$ cat src/rtl/fp_normalize_round_pkg.sv
// Shared types and constants for the FP adder post-ALU normalize/round stage.
package fp_pkg;

  localparam int         GRS_WIDTH = 3;
  localparam logic [7:0] EXP_MAX   = 8'hFF;
  localparam int         EXP_BIAS  = 127;

  typedef struct packed {
    logic        sign;
    logic [7:0]  exponent;
    logic [22:0] fraction;
  } fp32_t;

  typedef enum logic [1:0] {
    IDLE,
    NORM,
    ROUND,
    DONE
  } normState_t;

endpackage

$ cat src/rtl/fp_normalize_round_if.sv
// Handshake bundle between the ALU (producer), this stage, and the consumer.
// master = ALU/consumer side, slave = the normalize/round stage.
interface fp_normalize_round_if #(
  parameter int EXP_WIDTH  = 8,
  parameter int FRAC_WIDTH = 23
);
  import fp_pkg::*;

  // ALU -> stage
  logic                          inValid;
  logic                          inReady;
  logic                          inSign;
  logic [EXP_WIDTH-1:0]          inExponent;
  logic                          inCarry;
  logic [FRAC_WIDTH:0]           inMantissa;
  logic [GRS_WIDTH-1:0]          inGRS;

  // stage -> consumer
  logic                          outValid;
  logic                          outReady;
  logic [EXP_WIDTH+FRAC_WIDTH:0] result;
  logic                          overflow;
  logic                          underflow;

  modport master (
    output inValid, inSign, inExponent, inCarry, inMantissa, inGRS, outReady,
    input  inReady, outValid, result, overflow, underflow
  );

  modport slave (
    input  inValid, inSign, inExponent, inCarry, inMantissa, inGRS, outReady,
    output inReady, outValid, result, overflow, underflow
  );

endinterface

$ cat src/rtl/fp_round_rne.sv
// Round-to-nearest-even of a normalized working mantissa W[26:0]
// ({hidden, fraction, G, R, S}). Returns the rounded mantissa with the
// hidden bit, already renormalized when rounding carried out of the top.
module fp_round_rne
  import fp_pkg::*;
#(
  parameter int FRAC_WIDTH = 23
) (
  input  logic [FRAC_WIDTH+GRS_WIDTH:0] w_i,
  output logic [FRAC_WIDTH:0]           mant_o,
  output logic                          carry_o
);

  localparam int SUM_WIDTH = FRAC_WIDTH + 2;

  logic                 lsb, guard, rnd, sticky, round_up;
  logic [SUM_WIDTH-1:0] sum;

  // Round up only above the halfway point, or exactly halfway with an odd LSB.
  always_comb begin
    // NOTE: every always_comb output gets an unconditional assignment so no latch is inferred.
    lsb      = w_i[GRS_WIDTH];
    guard    = w_i[2];
    rnd      = w_i[1];
    sticky   = w_i[0];
    round_up = guard & (lsb | rnd | sticky);
    sum      = {1'b0, w_i[FRAC_WIDTH+GRS_WIDTH:GRS_WIDTH]} + SUM_WIDTH'(round_up);
    carry_o  = sum[SUM_WIDTH-1];
    // A carry out means the mantissa became exactly 10.000..., so shifting right loses nothing.
    mant_o   = carry_o ? sum[SUM_WIDTH-1:1] : sum[FRAC_WIDTH:0];
  end

endmodule

$ cat src/rtl/fp_normalize_round.sv
// FP adder post-ALU stage: iterative one-bit-per-cycle normalization,
// RNE rounding and IEEE-754 packing, behind valid/ready handshakes.
module fp_normalize_round
  import fp_pkg::*;
#(
  parameter int EXP_WIDTH  = 8,
  parameter int FRAC_WIDTH = 23
) (
  input  logic                 clk,
  input  logic                 reset,
  fp_normalize_round_if.slave  bus
);

  localparam int W_WIDTH = FRAC_WIDTH + GRS_WIDTH + 2;  // carry + mantissa + GRS
  localparam int E_WIDTH = EXP_WIDTH + 2;               // headroom for +1 and underflow checks
  localparam int R_WIDTH = EXP_WIDTH + FRAC_WIDTH + 1;

  localparam logic [E_WIDTH-1:0] E_ONE = E_WIDTH'(1);
  localparam logic [E_WIDTH-1:0] E_SAT = {2'b00, {EXP_WIDTH{1'b1}}};

  normState_t           state_q;
  logic                 sign_q;
  logic [W_WIDTH-1:0]   w_q;
  logic [E_WIDTH-1:0]   e_q;
  logic                 in_ready_q;
  logic                 out_valid_q;
  logic [R_WIDTH-1:0]   result_q;
  logic                 overflow_q;
  logic                 underflow_q;

  logic [FRAC_WIDTH:0]  m_rnd;
  logic                 m_carry;
  logic [E_WIDTH-1:0]   e_rnd;
  logic                 unused_hidden;

  fp_round_rne #(.FRAC_WIDTH(FRAC_WIDTH)) u_round (
    .w_i     (w_q[W_WIDTH-2:0]),
    .mant_o  (m_rnd),
    .carry_o (m_carry)
  );

  // Exponent after a possible rounding carry; the hidden bit itself is implicit in the packed result.
  assign e_rnd         = e_q + E_WIDTH'(m_carry);
  assign unused_hidden = m_rnd[FRAC_WIDTH];

  // Control FSM with registered handshake outputs and datapath registers.
  always_ff @(posedge clk) begin
    // NOTE: sequential state uses non-blocking assignments so all registers update from pre-edge values.
    if (reset) begin
      state_q     <= IDLE;
      sign_q      <= 1'b0;
      w_q         <= '0;
      e_q         <= '0;
      in_ready_q  <= 1'b1;
      out_valid_q <= 1'b0;
      result_q    <= '0;
      overflow_q  <= 1'b0;
      underflow_q <= 1'b0;
    end else begin
      unique case (state_q)
        IDLE: begin
          if (bus.inValid && in_ready_q) begin
            w_q         <= {bus.inCarry, bus.inMantissa, bus.inGRS};
            e_q         <= E_WIDTH'(bus.inExponent);
            sign_q      <= bus.inSign;
            overflow_q  <= 1'b0;
            underflow_q <= 1'b0;
            in_ready_q  <= 1'b0;
            state_q     <= NORM;
          end
        end

        NORM: begin
          if (w_q == '0) begin
            // Exact cancellation always yields +0.
            result_q    <= '0;
            out_valid_q <= 1'b1;
            state_q     <= DONE;
          end else if (w_q[W_WIDTH-1]) begin
            // Carry out: one right shift, folding the dropped bit into sticky.
            w_q     <= {1'b0, w_q[W_WIDTH-1:2], w_q[1] | w_q[0]};
            e_q     <= e_q + E_ONE;
            state_q <= ROUND;
          end else if (!w_q[W_WIDTH-2] && e_q == E_ONE) begin
            result_q    <= {sign_q, {(R_WIDTH-1){1'b0}}};
            underflow_q <= 1'b1;
            out_valid_q <= 1'b1;
            state_q     <= DONE;
          end else if (!w_q[W_WIDTH-2]) begin
            w_q <= w_q << 1;
            e_q <= e_q - E_ONE;
          end else begin
            state_q <= ROUND;
          end
        end

        ROUND: begin
          if (e_rnd >= E_SAT) begin
            result_q   <= {sign_q, {EXP_WIDTH{1'b1}}, {FRAC_WIDTH{1'b0}}};
            overflow_q <= 1'b1;
          end else begin
            result_q <= {sign_q, e_rnd[EXP_WIDTH-1:0], m_rnd[FRAC_WIDTH-1:0]};
          end
          out_valid_q <= 1'b1;
          state_q     <= DONE;
        end

        DONE: begin
          if (bus.outReady) begin
            out_valid_q <= 1'b0;
            in_ready_q  <= 1'b1;
            state_q     <= IDLE;
          end
        end
      endcase
    end
  end

  assign bus.inReady   = in_ready_q;
  assign bus.outValid  = out_valid_q;
  assign bus.result    = result_q;
  assign bus.overflow  = overflow_q;
  assign bus.underflow = underflow_q;

endmodule

$ cat src/flat_wrapper.sv
// flat-port wrapper written by rule: the top's interface ports become plain ports
module fp_normalize_round_flat import fp_pkg::*;
#(
  parameter int EXP_WIDTH  = 8,
  parameter int FRAC_WIDTH = 23
)
  (clk, reset, bus_inValid, bus_inSign, bus_inExponent, bus_inCarry, bus_inMantissa, bus_inGRS, bus_outReady, bus_inReady, bus_outValid, bus_result, bus_overflow, bus_underflow);
  fp_normalize_round_if #(.EXP_WIDTH(EXP_WIDTH), .FRAC_WIDTH(FRAC_WIDTH)) bus_i ();
  input  logic clk;
  input  logic reset;
  input wire logic [$bits(bus_i.inValid)-1:0] bus_inValid;
  input wire logic [$bits(bus_i.inSign)-1:0] bus_inSign;
  input wire logic [$bits(bus_i.inExponent)-1:0] bus_inExponent;
  input wire logic [$bits(bus_i.inCarry)-1:0] bus_inCarry;
  input wire logic [$bits(bus_i.inMantissa)-1:0] bus_inMantissa;
  input wire logic [$bits(bus_i.inGRS)-1:0] bus_inGRS;
  input wire logic [$bits(bus_i.outReady)-1:0] bus_outReady;
  output wire logic [$bits(bus_i.inReady)-1:0] bus_inReady;
  output wire logic [$bits(bus_i.outValid)-1:0] bus_outValid;
  output wire logic [$bits(bus_i.result)-1:0] bus_result;
  output wire logic [$bits(bus_i.overflow)-1:0] bus_overflow;
  output wire logic [$bits(bus_i.underflow)-1:0] bus_underflow;
  assign bus_i.inValid = bus_inValid;
  assign bus_i.inSign = bus_inSign;
  assign bus_i.inExponent = bus_inExponent;
  assign bus_i.inCarry = bus_inCarry;
  assign bus_i.inMantissa = bus_inMantissa;
  assign bus_i.inGRS = bus_inGRS;
  assign bus_i.outReady = bus_outReady;
  assign bus_inReady = bus_i.inReady;
  assign bus_outValid = bus_i.outValid;
  assign bus_result = bus_i.result;
  assign bus_overflow = bus_i.overflow;
  assign bus_underflow = bus_i.underflow;
  fp_normalize_round #(.EXP_WIDTH(EXP_WIDTH), .FRAC_WIDTH(FRAC_WIDTH)) u_core (.clk(clk), .reset(reset), .bus(bus_i));
endmodule
$ cat config.mk
export PLATFORM = sky130hd
export DESIGN_NAME = fp_normalize_round_flat
export DESIGN_NICKNAME = d
export VERILOG_FILES = /design/src/rtl/fp_normalize_round_pkg.sv /design/src/rtl/fp_normalize_round_if.sv /design/src/rtl/fp_round_rne.sv /design/src/rtl/fp_normalize_round.sv /design/src/flat_wrapper.sv
export SDC_FILE = /design/constraint.sdc
export NUM_CORES = 1
export LEC_CHECK = 0
export CAP_MARGIN = 20
export CORE_MARGIN = 1
export CORE_UTILIZATION = 48
export DETAILED_ROUTE_END_ITERATION = 7
export HOLD_SLACK_MARGIN = 0.12
export PLACE_DENSITY = 0.76
export SYNTH_ARGS = -nofsm -noshare
export SYNTH_HDL_FRONTEND = slang
export SYNTH_HIERARCHICAL = 1
export SYNTH_SLANG_ARGS = --single-unit
export TNS_END_PERCENT = 30
$ cat constraint.sdc
create_clock -name clk -period 3.22 [get_ports clk]
set_clock_uncertainty 0.2 [all_clocks]
set_input_delay 0.644 -clock clk [delete_from_list [all_inputs] [get_ports clk]]
set_output_delay 0.644 -clock clk [all_outputs]
set_load 0.1 [all_outputs]
[After elaboration in Yosys (flattened, before gate mapping)]
Index checks and enable logic that the tools add are counted.
Cells by class
  add/sub/neg operators: 4
  multiply operators: 0
  div/mod/pow operators: 0
  $lt $le $gt $ge: 1
  equality and inequality tests: 15
  shift-type cells: 0
  muxes and demuxes: 37
  bitwise operators: 4
  reduce and logical (&&, ||, !) cells: 20
Operator list (number)
  2-to-1 mux 28 bit: 4
  2-to-1 mux 32 bit: 3
  one-hot mux 32 bit (2 select lines): 1
  one-hot mux 28 bit (2 select lines): 1
  2-to-1 mux 10 bit: 5
  2-to-1 mux 31 bit: 1
  zero test 28 bit: 1
  2-to-1 mux 27 bit: 1
  adder 24 x 1 -> 25 bit: 1
  2-to-1 mux 23 bit: 1
  one-hot mux 10 bit (2 select lines): 1
  AND reduction 3 bit: 5
  2-to-1 mux 2 bit: 6
  adder 10 x 1 -> 10 bit: 1
  adder 10 x 1 -> 10 bit, second input constant: 1
  equality test 10 x 1 -> 1 bit, second input constant: 1
  >= comparator 10 x 8 -> 1 bit, second input constant: 1
  AND reduction 5 bit: 2
  subtractor 10 x 1 -> 10 bit, second input constant: 1
  2-to-1 mux 1 bit: 8
  one-hot mux 2 bit (4 select lines): 1
  AND reduction 4 bit: 2
  nonzero test 2 bit: 4
  inequality test 2 x 1 -> 1 bit, second input constant: 3
  other kinds (16): 25
Storage, ports and cells
  flip-flop bits (word level): 77
  bits in latches: 0
  memory bits (writable): 0
  memory bits (read-only): 0
  input bits: 41
  output and inout port bits: 36
  word-level logic and storage cells: 92
  memories: 0

[Depth between registers and ports, before layout]
  depth in word-level cells: 8
  depth in mapped cells: 15
  mapped depth without buffers: 14

[Hierarchy]
The synthesis kept the hierarchy.
Modules (own cells, without submodules)
  fp_normalize_round: instances 1, cells each 417, area an instance 3986.3 um2, seq. area each 1541.5 um2
  fp_round_rne: instances 1, cells each 115, area an instance 734.5 um2, seq. area each 0.0 um2

[Worst setup path after synthesis]
Ideal clock, no wire load.
  path kind: flip-flop to flip-flop
  start point: register u_core.w_q[6]
  end point: register u_core.result_q[0], in the netlist u_core/bus.result[0]
  arrival time: 3.222 ns
  required time: 2.901 ns
  setup slack: -0.321 ns
  stages on the path, launching flop included: 15
  path buffers: 3
  cell sequence: dfxtp_1 > nand3_4 > or4_4 > buf_6 > clkbuf_1 > nor2_1 > ha_1 > ha_1 > nand3_1 > nor2_1 > xnor2_1 > o41ai_4 > nor2_4 > buf_6 > a22o_1
Between the ends
  longest elaborated chain between the ends: 5
Ends and longest elaborated chain
  from (decl): line fp_normalize_round.sv:23  | logic [W_WIDTH-1:0] w_q;
  from (signal assigned): line fp_normalize_round.sv:63  | w_q <= {bus.inCarry, bus.inMantissa, bus.inGRS};
  from (signal assigned): line fp_normalize_round.sv:81  | w_q <= {1'b0, w_q[W_WIDTH-1:2], w_q[1] | w_q[0]};
  from (signal assigned): line fp_normalize_round.sv:90  | w_q <= w_q << 1;
  adder 24 x 1 -> 25 bit *: line fp_round_rne.sv:27  | sum = {1'b0, w_i[FRAC_WIDTH+GRS_WIDTH:GRS_WIDTH]} + SUM_WIDTH'(round_up);
  named net u_core.m_carry: line fp_normalize_round.sv:32  | logic m_carry;
  adder 10 x 1 -> 10 bit: line fp_normalize_round.sv:43  | assign e_rnd = e_q + E_WIDTH'(m_carry);
  >= comparator 10 x 8 -> 1 bit: line fp_normalize_round.sv:98  | if (e_rnd >= E_SAT) begin
  2-to-1 mux 31 bit *: line fp_normalize_round.sv:98
  one-hot mux 32 bit (2 select lines) *: line fp_normalize_round.sv:60  | unique case (state_q)
  to (signal assigned): line fp_normalize_round.sv:85  | result_q <= {sign_q, {(R_WIDTH-1){1'b0}}};
  to (signal assigned): line fp_normalize_round.sv:99  | result_q <= {sign_q, {EXP_WIDTH{1'b1}}, {FRAC_WIDTH{1'b0}}};
  to (signal assigned): line fp_normalize_round.sv:102  | result_q <= {sign_q, e_rnd[EXP_WIDTH-1:0], m_rnd[FRAC_WIDTH-1:0]};
  to (decl): line fp_normalize_round.sv:27  | logic [R_WIDTH-1:0] result_q;
Mark *: on every way through the listed nets, which the timed path passes. The rest lies on a longest branch.
A chain may end at the register's enable or synchronous reset.

[Worst setup path after layout]
  start point: register u_core.w_q[2]
  end point: register u_core.overflow_q, in the netlist u_core/bus.overflow
Between the ends
  longest elaborated chain between the ends: 6
Ends and longest elaborated chain
  AND 1 bit: line fp_round_rne.sv:26  | round_up = guard & (lsb | rnd | sticky);
  adder 24 x 1 -> 25 bit: line fp_round_rne.sv:27
  named net u_core.m_carry: line fp_normalize_round.sv:32
  adder 10 x 1 -> 10 bit: line fp_normalize_round.sv:43
  >= comparator 10 x 8 -> 1 bit: line fp_normalize_round.sv:98
  inequality test 2 x 1 -> 1 bit (no source line)
  AND reduction 3 bit (no source line)
  to (signal assigned): line fp_normalize_round.sv:57  | overflow_q <= 1'b0;
  to (signal assigned): line fp_normalize_round.sv:66  | overflow_q <= 1'b0;
  to (signal assigned): line fp_normalize_round.sv:100  | overflow_q <= 1'b1;
  to (decl): line fp_normalize_round.sv:28  | logic overflow_q;
The timed path passes the listed nets, and every way through them passes these cells.

==> flow_metrics.py <==
metrics = {
    "outcome": {
        "result_of_the_run": "complete, but fails checks",
        "violations": "DRC",
    },
    "power": {
        "power_switching_share_pct": 47.5,
        "vdd_drop_max_mv": 0.683,
        "switchingPower_mw": 2.81,
        "power-per-cell-area_nw_per_um2": 951,
        "clock_power_share_pct": 13.1,
        "cellLeakagePower_nw": 2.42,
        "cellInternalPower_mw": 3.11,
        "power.share.combinational_pct": 61.6,
        "seq_power_share_pct": 25.3,
    },
    "die": {
        "std_cell_rows": 35,
        "die_w_um": 101,
        "start_util_pct": 50.1,
        "io-pin-count": 77,
        "floorplan.core_area_um2": 9370,
        "die_y_um": 101,
        "die_area_um2": 10200,
    },
    "global_routing": {
        "maximum_number_of_pins_on_one_net_before_global_route_repair": 27,
        "grt.total_usage_pct": 27.8,
        "antenna_found_initial": 0,
        "grt.overflow.total": 0,
        "number_of_global_route_vias_before_repair": 4513,
        "grt_pass1_wl_mm": 22.2,
    },
    "timing": {
        "report.final.setup_viol": 0,
        "final_critical_path_share_of_the_clock_period_pct": 96.5,
        "finalHoldViolCount": 0,
        "worst-slew-pin-transition_ps": 651,
        "worst_slack_ps": 114,
        "max_freq_ghz": 0.322,
        "period_minus_slack_ps": 3110,
        "slew-limit-headroom_pct": 56.2,
        "slew_viol_final": 0,
    },
    "placement": {
        "dp_hpwl_mm": 9.71,
        "placedCellCount": 745,
        "final_weighted_congestion_in_routability_driven_placement": 0.891,
        "portBuffers": 76,
        "dpl-instance-area_um2": 5770,
        "place_worst_setup_slack_ps": -96.8,
    },
    "cells_and_area": {
        "antenna_cells": 0,
        "post_route_cells_drive_above_1_share_pct": 30.4,
        "finalCoreUtilization_pct": 66.4,
        "mostFrequentLayoutCells": "buf_4 (88), nor2_1 (64), dfxtp_1 (63), clkdlybuf4s50_1 (39), nand2_1 (32)",
        "layout.cells.non_filler": 774,
        "commonest_non_fill_non_tap_cell_in_the_layout": "buf_4",
        "final_cell_area_um2": 6220,
        "fin_nets": 693,
        "areaGrowthSynthToFinish_pct": 32.5,
    },
    "route": {
        "avgViaCountPerCell": 6.20,
        "drtPass1Iterations": 8,
        "avgRoutedWirePerCell_um": 17.9,
        "wirelength_mm": 13.8,
        "drtAntennaViolNets": 0,
        "detail_route.drc_violations": 4,
        "vias": 4802,
        "drtIter0Drc": 572,
    },
    "hold_path": {
        "min-delay-path-class": "flip-flop to flip-flop",
        "worst_hold_startpoint": "u_core/bus.result[26]$_SDFFE_PP0P_",
    },
    "clocking": {
        "cts_root_buffer": "clkbuf_8",
        "tritoncts_clock_tree": "built",
        "cts-root-to-sink-buffers": 2,
        "cts_made_buffers": 9,
        "worst_setup_hold_path_clk_slew_ps": 80,
        "insertion_delay_to_the_later_sink_of_the_worst_skew_pair_ps": 350,
        "hold_buffers": 0,
        "htree_num_levels": 3,
        "clkSinkCount": 77,
    },
    "synth": {
        "syn_area_um2": 4690,
        "total_number_of_yosys_warnings": 6,
        "netlist_instances": 528,
        "syn_avg_cell_area_um2": 8.89,
        "postSynthNetCount": 581,
    },
    "critical_path": {
        "worstSetupStartpointType": "flip-flop",
        "timing.critical_path.to_type": "flip-flop",
        "worstPathArrival_ps": 3190,
        "crit_slowest_cell": "o41ai_4",
        "crit_buf_inv": 3,
        "timing.critical_path.max_delay_family": "compound AO/OA/AOI/OAI gates",
        "critical_path_class": "flip-flop to flip-flop",
        "crit_chain": "o31a_1 > ha_2 > ha_4 > and2_4 > nand4_1 > nor2_2 > ha_4 > nand3_4 > buf_4 > xor2_1 > o41ai_4 > buf_6 > buf_6 > nand3_1 > a21oi_1",
        "worst_r2r_start": "u_core/w_q[2]$_SDFFE_PP0P_",
        "critical_path.startpoint": "u_core/w_q[2]$_SDFFE_PP0P_",
        "path_max_fanout": 3,
        "required_ps": 3310,
        "worst_path_largest_cell_delay_ps": 440,
    },
    "job": {
        "max-cap-violations": 0,
    },
}
## sequential cells by signal, indices dropped and copies added, names as in the netlist
register and count:
u_core/bus.inReady 1, u_core/w_q 28, u_core/sign_q 1, u_core/state_q 2, u_core/bus.underflow 1, u_core/bus.result 32, u_core/bus.outValid 1, u_core/bus.overflow 1
u_core/e_q 10
## power groups by stage
stage	Clock, mW	Combinational, mW	Sequential (mW)
4_1_cts	0.784	3.59	1.49
6_report	0.776	3.65	1.50
5_1_grt	0.813	3.91	1.53
2_1_floorplan	0	2.07	1.87
3_3_place_gp	0	3.33	1.48
3_5_place_dp	0	3.41	1.50
## metal layers
metal / global-route usage [%] / wire [um] / vias up
met4: 12.2 / 304 / 0
met3: 2.91 / 1000 / 26
met2: 43.9 / 6430 / 236
li1: - / - / 2242
met5: 0 / 0 / -
met1: 38.4 / 6080 / 2298
## timing repair
item | CTS | global route
gates resized for setup | 22 | 3
buffers inserted | 9 | 1
setup endpoints to repair | 23 | 26
gates cloned | 3 | 0
pin swaps | 25 | 7
## area by class of cell
cell class	instances	area [um^2]
fillers	819	3150
multi-input cells	404	3050
flip-flops and latches	77	1570
repair buffers	135	1180
clock buffers	12	165
well taps	129	161
inverters	13	48.8
clock inverters	4	45.0
## final timing paths
kind	endpoint	slack (ps)	cells after the start
worst max-delay path	u_core/bus.overflow$_SDFFE_PP0P_	110	15
worst min-delay path	u_core/bus.result[26]$_SDFFE_PP0P_	260	1
worst max register to register	u_core/bus.overflow$_SDFFE_PP0P_	110	15
worst min register to register	u_core/bus.result[26]$_SDFFE_PP0P_	260	1
## per-stage QoR
step / power, mW / hold WS, ps / TNS (ps)
after global routing: 6.26 / 273 / -2.26
after CTS: 5.86 / 262 / -45.8
final: 5.92 / 256 / 0
after global placement: 4.81 / 239 / 0
after detailed placement: 4.91 / 243 / -1810
after floorplan: 3.94 / 250 / 0
(Power assumes the default switching activity.)
